==> src/rtl/timer_pkg.sv <==
// Shared types and constants for the mm:ss BCD timer.
package timer_pkg;

    typedef enum logic [1:0] {
        IDLE     = 2'd0,
        RUN_UP   = 2'd1,
        RUN_DOWN = 2'd2,
        DONE     = 2'd3
    } timer_state_e;

    localparam int UNITS_MAX = 9;
    localparam int TENS_MAX  = 5;

    // Decoded commands after priority resolution; at most one bit is set.
    typedef struct packed {
        logic clear;
        logic load;
        logic stop;
        logic start;
    } timer_cmd_t;

    function automatic logic [3:0] clamp_digit(input logic [3:0] v, input logic [3:0] max);
        return (v > max) ? max : v;
    endfunction

endpackage

==> src/rtl/bcd_digit.sv <==
// One BCD digit of the timer chain: counts 0..MAX up or down, with clear and load.
module bcd_digit
    import timer_pkg::*;
#(
    parameter int MAX = UNITS_MAX,
    parameter int W   = 4
) (
    input  logic         clk,
    input  logic         reset,
    input  logic         en,
    input  logic         down,
    input  logic         load,
    input  logic [W-1:0] d,
    input  logic         clr,
    output logic [W-1:0] q,
    output logic         co
);

    localparam logic [W-1:0] QMAX = W'(MAX);

    // Carry/borrow is independent of en so the chain enable can be ANDed downstream.
    assign co = down ? (q == '0) : (q == QMAX);

    always_ff @(posedge clk or negedge reset) begin
        if (!reset) begin
            q <= '0;
        end else if (clr) begin
            q <= '0;
        end else if (load) begin
            q <= d;
        end else if (en) begin
            if (down)
                q <= (q == '0) ? QMAX : q - W'(1);
            else
                q <= (q == QMAX) ? '0 : q + W'(1);
        end
    end

endmodule

==> src/rtl/bcd_timer.sv <==
// mm:ss BCD stopwatch/countdown: prescaler, run-control FSM and a four-digit BCD chain.
module bcd_timer
    import timer_pkg::*;
#(
    parameter int TICK_DIV = 100,
    parameter bit WRAP     = 1'b1
) (
    input  logic       clk,
    input  logic       reset,
    input  logic       start,
    input  logic       stop,
    input  logic       clear,
    input  logic       load,
    input  logic       dir,
    input  logic [2:0] preset_min_tens,
    input  logic [3:0] preset_min_units,
    input  logic [2:0] preset_sec_tens,
    input  logic [3:0] preset_sec_units,
    output logic [2:0] min_tens,
    output logic [3:0] min_units,
    output logic [2:0] sec_tens,
    output logic [3:0] sec_units,
    output logic       running,
    output logic       done,
    output logic       tick
);

    localparam int            DW       = (TICK_DIV > 1) ? $clog2(TICK_DIV) : 1;
    localparam logic [DW-1:0] DIV_LAST = DW'(TICK_DIV - 1);

    timer_state_e  state;
    logic [DW-1:0] div_cnt;
    timer_cmd_t    cmd;
    logic          run_st, cmd_any, tick_due, step, count_down;
    logic          is_zero, is_max, is_one, sat_hold;
    logic          co_su, co_st, co_mu, co_mt;
    logic          en_st, en_mu, en_mt;
    logic [2:0]    p_mt, p_st;
    logic [3:0]    p_mu, p_su;

    assign run_st     = (state == RUN_UP) || (state == RUN_DOWN);
    assign count_down = (state == RUN_DOWN);

    always_comb begin
        cmd       = '0;
        cmd.clear = clear;
        cmd.load  = load & ~clear;
        cmd.stop  = stop & ~clear & ~load & run_st;
        cmd.start = start & ~clear & ~load & ~stop & (state == IDLE);
    end

    assign cmd_any = |cmd;

    assign is_zero = (min_tens == 3'd0) && (min_units == 4'd0) &&
                     (sec_tens == 3'd0) && (sec_units == 4'd0);
    assign is_one  = (min_tens == 3'd0) && (min_units == 4'd0) &&
                     (sec_tens == 3'd0) && (sec_units == 4'd1);
    assign is_max  = (min_tens == 3'(TENS_MAX)) && (min_units == 4'(UNITS_MAX)) &&
                     (sec_tens == 3'(TENS_MAX)) && (sec_units == 4'(UNITS_MAX));

    // Saturating mode freezes the digits at 59:59 while still issuing the final tick.
    assign sat_hold = (state == RUN_UP) && is_max && !WRAP;
    assign tick_due = run_st && (div_cnt == DIV_LAST);
    assign step     = tick_due && !cmd_any && !sat_hold;

    assign en_st = step  & co_su;
    assign en_mu = en_st & co_st;
    assign en_mt = en_mu & co_mu;

    assign p_mt = 3'(clamp_digit({1'b0, preset_min_tens}, 4'(TENS_MAX)));
    assign p_mu = clamp_digit(preset_min_units, 4'(UNITS_MAX));
    assign p_st = 3'(clamp_digit({1'b0, preset_sec_tens}, 4'(TENS_MAX)));
    assign p_su = clamp_digit(preset_sec_units, 4'(UNITS_MAX));

    bcd_digit #(.MAX(UNITS_MAX), .W(4)) u_sec_units (
        .clk(clk), .reset(reset), .en(step), .down(count_down), .load(cmd.load),
        .d(p_su), .clr(cmd.clear), .q(sec_units), .co(co_su)
    );

    bcd_digit #(.MAX(TENS_MAX), .W(3)) u_sec_tens (
        .clk(clk), .reset(reset), .en(en_st), .down(count_down), .load(cmd.load),
        .d(p_st), .clr(cmd.clear), .q(sec_tens), .co(co_st)
    );

    bcd_digit #(.MAX(UNITS_MAX), .W(4)) u_min_units (
        .clk(clk), .reset(reset), .en(en_mu), .down(count_down), .load(cmd.load),
        .d(p_mu), .clr(cmd.clear), .q(min_units), .co(co_mu)
    );

    bcd_digit #(.MAX(TENS_MAX), .W(3)) u_min_tens (
        .clk(clk), .reset(reset), .en(en_mt), .down(count_down), .load(cmd.load),
        .d(p_mt), .clr(cmd.clear), .q(min_tens), .co(co_mt)
    );

    always_ff @(posedge clk or negedge reset) begin
        if (!reset) begin
            state   <= IDLE;
            running <= 1'b0;
            done    <= 1'b0;
            tick    <= 1'b0;
            div_cnt <= '0;
        end else begin
            tick <= 1'b0;
            if (cmd.clear || cmd.load || cmd.stop) begin
                state   <= IDLE;
                running <= 1'b0;
                done    <= 1'b0;
                div_cnt <= '0;
            end else if (cmd.start) begin
                div_cnt <= '0;
                if (!dir) begin
                    state   <= RUN_UP;
                    running <= 1'b1;
                end else if (is_zero) begin
                    state <= DONE;
                    done  <= 1'b1;
                end else begin
                    state   <= RUN_DOWN;
                    running <= 1'b1;
                end
            end else if (run_st) begin
                if (tick_due) begin
                    div_cnt <= '0;
                    tick    <= 1'b1;
                    // Terminal update and DONE entry share the same edge.
                    if (sat_hold || (count_down && is_one)) begin
                        state   <= DONE;
                        running <= 1'b0;
                        done    <= 1'b1;
                    end
                end else begin
                    div_cnt <= div_cnt + DW'(1);
                end
            end else begin
                div_cnt <= '0;
            end
        end
    end

endmodule

==> config.mk <==
export PLATFORM = sky130hd
export DESIGN_NAME = bcd_timer
export DESIGN_NICKNAME = d
export VERILOG_FILES = /design/src/rtl/timer_pkg.sv /design/src/rtl/bcd_digit.sv /design/src/rtl/bcd_timer.sv
export SDC_FILE = /design/constraint.sdc
export NUM_CORES = 1
export LEC_CHECK = 0
export BUFFER_PORTS_ARGS = -buffer_cell sky130_fd_sc_hd__buf_2
export CAP_MARGIN = 20
export CELL_PAD_IN_SITES_DETAIL_PLACEMENT = 0
export CELL_PAD_IN_SITES_GLOBAL_PLACEMENT = 2
export CORE_ASPECT_RATIO = 1.2
export CORE_MARGIN = 2
export CORE_UTILIZATION = 30
export CTS_CLUSTER_SIZE = 24
export DETAILED_ROUTE_END_ITERATION = 6
export PLACE_DENSITY_LB_ADDON = 0.1
export SYNTH_ARGS = -nofsm -noshare
export SYNTH_HDL_FRONTEND = slang
export SYNTH_SLANG_ARGS = --single-unit
==> constraint.sdc <==
create_clock -name clk -period 3.2 [get_ports clk]
set_clock_uncertainty 0.15 [all_clocks]
set_input_delay 0.16 -clock clk [delete_from_list [all_inputs] [get_ports clk]]
set_output_delay 0.16 -clock clk [all_outputs]
set_load 0.02 [all_outputs]
Word level (Yosys, flattened, before mapping)
Cells that the tools add are included.
{ "word_totals": {"ff_bits": 26, "output_inout_bits": 17, "wordCells": 134, "input_bits": 21} }
{ "op_classes": {"n_eq_ne": 11, "magnitude_cmp": 4, "mux": 60, "n_addsub": 9, "n_reduce_logical": 27, "bitwise_logic": 14} }
{ "op_table": {"columns": ["operator", "count"], "rows": [
  ["4-bit 2-to-1 mux", 14],
  ["3-bit 2-to-1 mux", 14],
  ["7-bit 2-to-1 mux", 4],
  ["1-bit 2-to-1 mux", 22],
  ["3-bit nonzero test", 7],
  ["2-bit 2-to-1 mux", 6],
  ["1-bit bitwise AND", 11],
  ["4-bit by 1-bit adder with 4-bit output (second input constant)", 2],
  ["4-bit equality test (second input constant)", 2],
  ["4-bit greater-than comparator (second input constant)", 2],
  ["4-bit zero test", 2],
  ["4-bit by 1-bit subtractor with 4-bit output (second input constant)", 2],
  ["7-bit by 1-bit adder with 7-bit output (second input constant)", 1],
  ["7-bit equality test (second input constant)", 1],
  ["1-bit logical AND", 7],
  ["3-bit by 1-bit adder with 3-bit output (second input constant)", 2],
  ["3-bit equality test (second input constant)", 2],
  ["3-bit greater-than comparator (second input constant)", 2],
  ["3-bit zero test", 2],
  ["3-bit by 1-bit subtractor with 3-bit output (second input constant)", 2],
  ["5-bit AND reduction", 1],
  ["4-bit by 1-bit equality test with 1-bit output (second input constant)", 1],
  ["4-bit by 3-bit inequality test with 1-bit output (second input constant)", 1],
  ["4-bit AND reduction", 1],
  ["other kinds (10)", 14]
]} }

Longest topological paths before layout
{ "depth": {"depth_word": 14, "ltp_mapped": 9, "mapped_depth_nobuf": 8} }

By module
From an unflattened synthesis, not the netlist that was laid out.
{ "unflattened": {"cells_unflattened": 241, "hier_area_um2": 2159.6} }
{ "by_module_without_submodules": {"columns": ["module", "cells_per_inst", "instances", "seq_area_each_um2", "area_per_inst_um2"], "rows": [
  ["bcd_digit at u_min_units ...", 52, 2, 100.1, 440.4],
  ["bcd_timer", 85, 1, 300.3, 783.3],
  ["bcd_digit at u_min_tens ...", 26, 2, 75.1, 247.7]
]} }

Worst setup path after synthesis
No wires, ideal clock.
{ "synth_timing": {"path_type": "register -> register", "from": "register state[1]", "to": "register u_min_units.q[2]", "path_slack_ns": 0.406, "period_less_slack_ns": 2.794, "n_path_buf": 1, "arrival_ns": 2.522, "path_stages_with_launch": 9, "setup_ns": 0.122, "required_time_ns": 2.928, "path_cell_list": "dfrtp_1 > inv_1 > ha_1 > a211o_1 > or4_4 > buf_6 > nor3_2 > mux2_2 > a32o_1"} }
{ "synth_between": {"elab_chain_len": 9, "elab_cells_between_ends": 19, "cone_classes": "eq/ne: 2; mux: 6; bitwise: 4; reduce/logical: 7"} }
{ "synth_rtl": {"columns": ["item", "line", "rtl"], "rows": [
  ["from (decl)", "bcd_timer.sv:31", "timer_state_e state;"],
  ["from (signal assigned)", "bcd_timer.sv:97", "state <= IDLE;"],
  ["from (signal assigned)", "bcd_timer.sv:105", "state <= IDLE;"],
  ["from (signal assigned)", "bcd_timer.sv:112", "state <= RUN_UP;"],
  ["2-bit by 1-bit equality test with 1-bit output / 2-bit equality test (equally long branches)", null, null],
  ["1-bit logical OR", "bcd_timer.sv:41", "assign run_st = (state == RUN_UP) || (state == RUN_DOWN);"],
  ["1-bit bitwise AND", "bcd_timer.sv:48", "cmd.stop = stop & ~clear & ~load & run_st;"],
  ["4-bit OR reduction", "bcd_timer.sv:52", "assign cmd_any = |cmd;"],
  ["1-bit zero test", "bcd_timer.sv:64", "assign step = tick_due && !cmd_any && !sat_hold;"],
  ["1-bit logical AND", "bcd_timer.sv:64", null],
  ["1-bit bitwise AND", "bcd_timer.sv:66", "assign en_st = step & co_su;"],
  ["1-bit bitwise AND", "bcd_timer.sv:67", "assign en_mu = en_st & co_st;"],
  ["3-bit nonzero test (no source line)", null, null],
  ["to (signal assigned)", "bcd_digit.sv:33", "q <= (q == '0) ? QMAX : q - W'(1);"],
  ["to (signal assigned)", "bcd_digit.sv:35", "q <= (q == QMAX) ? '0 : q + W'(1);"],
  ["to (decl)", "bcd_digit.sv:15", "output logic [W-1:0] q,"]
]} }
Parallel ways exist; a longest one is shown, timed or not. The select of a mux whose other input is x is not followed.
A chain may end at the register's enable or synchronous reset.

Final worst setup path
{ "layout_timing": {"from": "register state[1]", "to": "register u_min_tens.q[1]"} }
{ "layout_between": {"elab_chain_len": 10, "elab_cells_between_ends": 21, "cone_classes": "eq/ne: 2; mux: 7; bitwise: 5; reduce/logical: 7"} }
{ "layout_rtl": {"columns": ["item", "line", "rtl"], "rows": [
  ["2-bit by 1-bit equality test with 1-bit output / 2-bit equality test (equally long branches)", null, null],
  ["1-bit logical OR", "bcd_timer.sv:41", null],
  ["1-bit bitwise AND", "bcd_timer.sv:48", null],
  ["4-bit OR reduction", "bcd_timer.sv:52", null],
  ["1-bit zero test", "bcd_timer.sv:64", null],
  ["1-bit logical AND", "bcd_timer.sv:64", null],
  ["1-bit bitwise AND", "bcd_timer.sv:66", null],
  ["1-bit bitwise AND", "bcd_timer.sv:67", null],
  ["1-bit bitwise AND", "bcd_timer.sv:68", "assign en_mt = en_mu & co_mu;"],
  ["3-bit nonzero test (no source line)", null, null],
  ["to (signal assigned)", "bcd_digit.sv:33", null],
  ["to (signal assigned)", "bcd_digit.sv:35", null],
  ["to (decl)", "bcd_digit.sv:15", null]
]} }
Parallel ways exist; a longest one is shown, timed or not. The select of a mux whose other input is x is not followed.

==> summary.md <==
| Metric | Value |
|---|---|
| RSZ-0062 raised after global routing | `false` |
| Final slew viol count | `0` |
| Leakage | `1.07 nW` |
| Class of the worst hold path | `primary input to register` |
| Synth Flop Type | `dfrtp_1` |
| Critical path launch point type | `register` |
| Hold Crit Start | `preset_min_units[2]` |
| Clock buffer depth | `2` |
| Clock latency on the worst-skew pair | `270 ps` |
| Peak supply drop | `0.000147 V` |
| Synth warn | `0` |
| Initial core utilization | `31.1%` |
| FF+latch area | `651 sq um` |
| Synth top area cells | `dfrtp_1 (32%), ha_1 (6.2%), nor2_1 (5.2%)` |
| DR DRC count | `0` |
| Final Non-Filler Cells | `362` |
| IO buf count | `37` |
| Tot GR Track Use | `16.0%` |
| Row count | `32` |
| DR iter-0 viols | `86` |
| EDFF count, synth | `0` |
| Reg2reg path depth | `7` |
| Max-cap viol count | `0` |
| Register share of total power | `42.9%` |
| Post-Syn Area per Cell | `8.43 sq um` |
| CTS tree | `yes` |
| Tmin final | `2950 ps` |
| Initial antenna violation count | `0` |
| Pre-CTS setup slack | `278 ps` |
| Clk root buf | `clkbuf_8` |
| Pwr Density | `363 mW/mm^2` |
| Slew HR | `52.1%` |
| Antenna-violating nets left | `0` |
| Die footprint | `0.00739 sq mm` |
| Largest area contributor in the netlist | `dfrtp_1` |
| CTS clk-pin slew, worst paths | `100 ps` |
| Tot Pwr | `0.867 mW` |
| Worst-Margin Slew | `709 ps` |
| Post-DP HPWL | `4.16 mm` |
| Fraction of layout cells with a size suffix above 1 | `20.9%` |
| CP required | `3250 ps` |
| Combinational group share of total power | `24.7%` |
| GPL Wtd Cong | `0.756` |
| # clock sinks | `26` |
| Placed Instance Area | `0.00227 sq mm` |
| Power share of the clock group | `32.4%` |
| Final hold violation count | `0` |
| CP endpoint kind | `register` |
| DRT Pass-1 Iters | `4` |
| TNS Setup | `0 ps` |
| Synth Cell Area | `0.00202 sq mm` |
| Psw | `0.270 mW` |
| Reg2reg start | `state[1]$_DFFE_PN0P_` |
| Reg-to-reg critical path endpoint | `u_min_tens.q[1]$_DFFE_PN0P_` |
| Internal power | `0.597 mW` |
| Hold path endpoint | `u_min_units.q[2]$_DFFE_PN0P_` |
| Register area share after synthesis | `32.3%` |
| Hold path depth | `2` |
| Achievable frequency | `0.339 GHz` |
| Vias in the first global route | `1849` |
| Switching share of power | `31.2%` |
| Final setup fails | `0` |
| Die width | `78.8 microns` |
| Vias per cell | `5.22` |
| # fillers | `723` |
| Die Y | `93.8 microns` |
| Distinct cells, synth | `57` |
| Post-CTS resize count | `0` |
| Post-synthesis net count | `270` |
| Fin area | `0.00239 sq mm` |
| H-tree levels | `1` |
| Gr ovfl total | `0` |
| Synth Register Bits | `26` |
| Cells after synthesis | `239` |
| Largest net degree at the start of global routing | `27` |
| Final worst setup slack | `249 ps` |
| Core Util, Final | `36.8%` |
| Via count | `1890` |
| Multi-input logic area | `0.00122 sq mm` |
| First-pass GRT wire length | `9.32 mm` |
| # diodes | `0` |
| Dpl cells | `353` |
| Layout Nets | `309` |
| Area Overhead vs Synth | `18.6%` |
| Core area | `0.00649 sq mm` |
| Routed wire length | `5.67 mm` |
| CTS buffer count | `3` |
| I/O pin count | `38` |
| Crit path DAT | `3010 ps` |
| Crit path kind | `register to register` |
| Crit path max fanout | `11` |
| Asr flop ratio synth | `100%` |
| R2R setup slack | `250 ps` |
| Synth top area share | `32.3%` |
| Final hold slack | `3.69 ps` |
| Final worst path period share | `92.2%` |
| Outcome | `finished, final reports clean` |
| Wire per inst | `15.7 microns` |
-- worst max path at each step --
stage | slack [ps] | to | startpoint | cells past startpoint
5_1_grt | 130 | u_min_tens.q[1]$_DFFE_PN0P_ | state[0]$_DFFE_PN0P_ | 7
3_5_place_dp | 280 | u_min_tens.q[1]$_DFFE_PN0P_ | state[1]$_DFFE_PN0P_ | 7
2_1_floorplan | 410 | u_min_units.q[2]$_DFFE_PN0P_ | state[1]$_DFFE_PN0P_ | 8
3_3_place_gp | 340 | u_min_tens.q[1]$_DFFE_PN0P_ | state[1]$_DFFE_PN0P_ | 7
4_1_cts | 250 | u_min_tens.q[1]$_DFFE_PN0P_ | state[1]$_DFFE_PN0P_ | 7
6_report | 250 | u_min_tens.q[1]$_DFFE_PN0P_ | state[1]$_DFFE_PN0P_ | 7
-- worst max-delay path, stage by stage, from the launching register on --
cell and delay [ps]:
dfrtp_1 380, inv_1 60, ha_1 310, a211o_1 390, or4_4 650, or3_4 430, o311a_1 370, nor3_2 140
-- routing by layer --
layer | wire length, microns | GRT usage (%) | share of wire (%) | vias up
li1 | - | - | - | 948
met1 | 2600 | 20.7 | 46 | 912
met2 | 2850 | 28.4 | 50 | 25
met3 | 157 | 1.63 | 2.8 | 5
met4 | 62 | 4.02 | 1.1 | 0
met5 | 0 | 0 | 0 | -
-- state kept, by name, indices dropped and copies added (netlist names) --
signal / count
u_min_tens.q: 3
state: 2
u_sec_tens.q: 3
u_min_units.q: 4
running: 1
done: 1
tick: 1
u_sec_units.q: 4
div_cnt: 7
-- final cells by class --
class / instances / share of cell area, %
Multi-Input combinational cell: 180 / 50.9
Inverter: 21 / 3.30
Clock inverter: 1 / 1.26
Clock buffer: 3 / 1.73
Sequential cell: 26 / 27.2
Tap cell: 85 / 4.45
Timing Repair Buffer: 46 / 11.1
-- logic make-up after synthesis --
family | after synthesis | share of synthesized area, %
fa+ha+maj | 10 | 6.21
buf+inv | 33 | 7.32
mux | 4 | 2.05
simple gates | 89 | 24.6
xor+xnor | 7 | 3.04
compound gates | 70 | 24.5
flops | 26 | 32.3
-- cell usage after synthesis, types with 2 or more instances --
cell type  count
a22oi_1        2
inv_1         21
nor3b_1        3
buf_4          2
nand2_1       17
nand3_1       10
ha_1          10
mux2i_1        3
xor2_1         2
nor2_1        28
nor3_1         3
and3b_1        4
a311oi_1       2
o311a_1        2
a21o_1         2
a31o_2         3
a31oi_1        4
nand3b_1       3
o21ai_0       11
a211o_1        3
a211oi_1       3
o221ai_1       2
nand2b_1       3
o211ai_1       3
a32o_1         3
o41ai_1        2
a21oi_1       17
dfrtp_1       26
o22ai_1        2
nor3_2         2
or3_1          3
nor4b_1        2
clkbuf_1       7
buf_6          2
xnor2_1        5
-- cells in the final DEF, fill, tap and decap left out, types with 2 or more instances in the layout --
master	netlist	final
a211o_1	3	3
clkbuf_8	0	3
a32o_1	3	3
o41ai_1	2	2
nor3_2	2	2
o311a_1	2	2
nand2_1	17	17
nor3b_1	3	3
a211oi_1	3	3
xor2_1	2	2
a311oi_1	2	2
buf_2	1	37
mux2i_1	3	3
nor2_1	28	28
or3_1	3	3
nand2b_1	3	3
a31oi_1	4	4
o221ai_1	2	2
a21oi_1	17	17
a31o_2	3	3
nor3_1	3	3
o21ai_0	11	11
dlygate4sd3_1	0	5
a21o_1	2	2
and3b_1	4	4
nand3_1	10	10
nand3b_1	3	3
dfrtp_1	26	26
xnor2_1	5	5
ha_1	10	10
inv_1	21	21
nor4b_1	2	2
buf_4	2	4
a22oi_1	2	2
o211ai_1	3	3
o22ai_1	2	2
-- power groups by stage --
stage / Sequential (mW) / Combinational (mW) / Clock, mW
global route: 0.376 / 0.240 / 0.299
global placement: 0.379 / 0.212 / 0
detailed placement: 0.378 / 0.212 / 0
floorplan: 0.382 / 0.133 / 0
CTS: 0.372 / 0.217 / 0.292
finish: 0.372 / 0.214 / 0.281
-- what timing repair did --
item / in CTS / in global routing
hold buffers: 5 / 0
buffers inserted: 0 / 0
endpoints found under the setup margin: 0 / 0
endpoints found under the hold margin: 30 / 0
No activity file was read; power rests on OpenSTA's default activity.
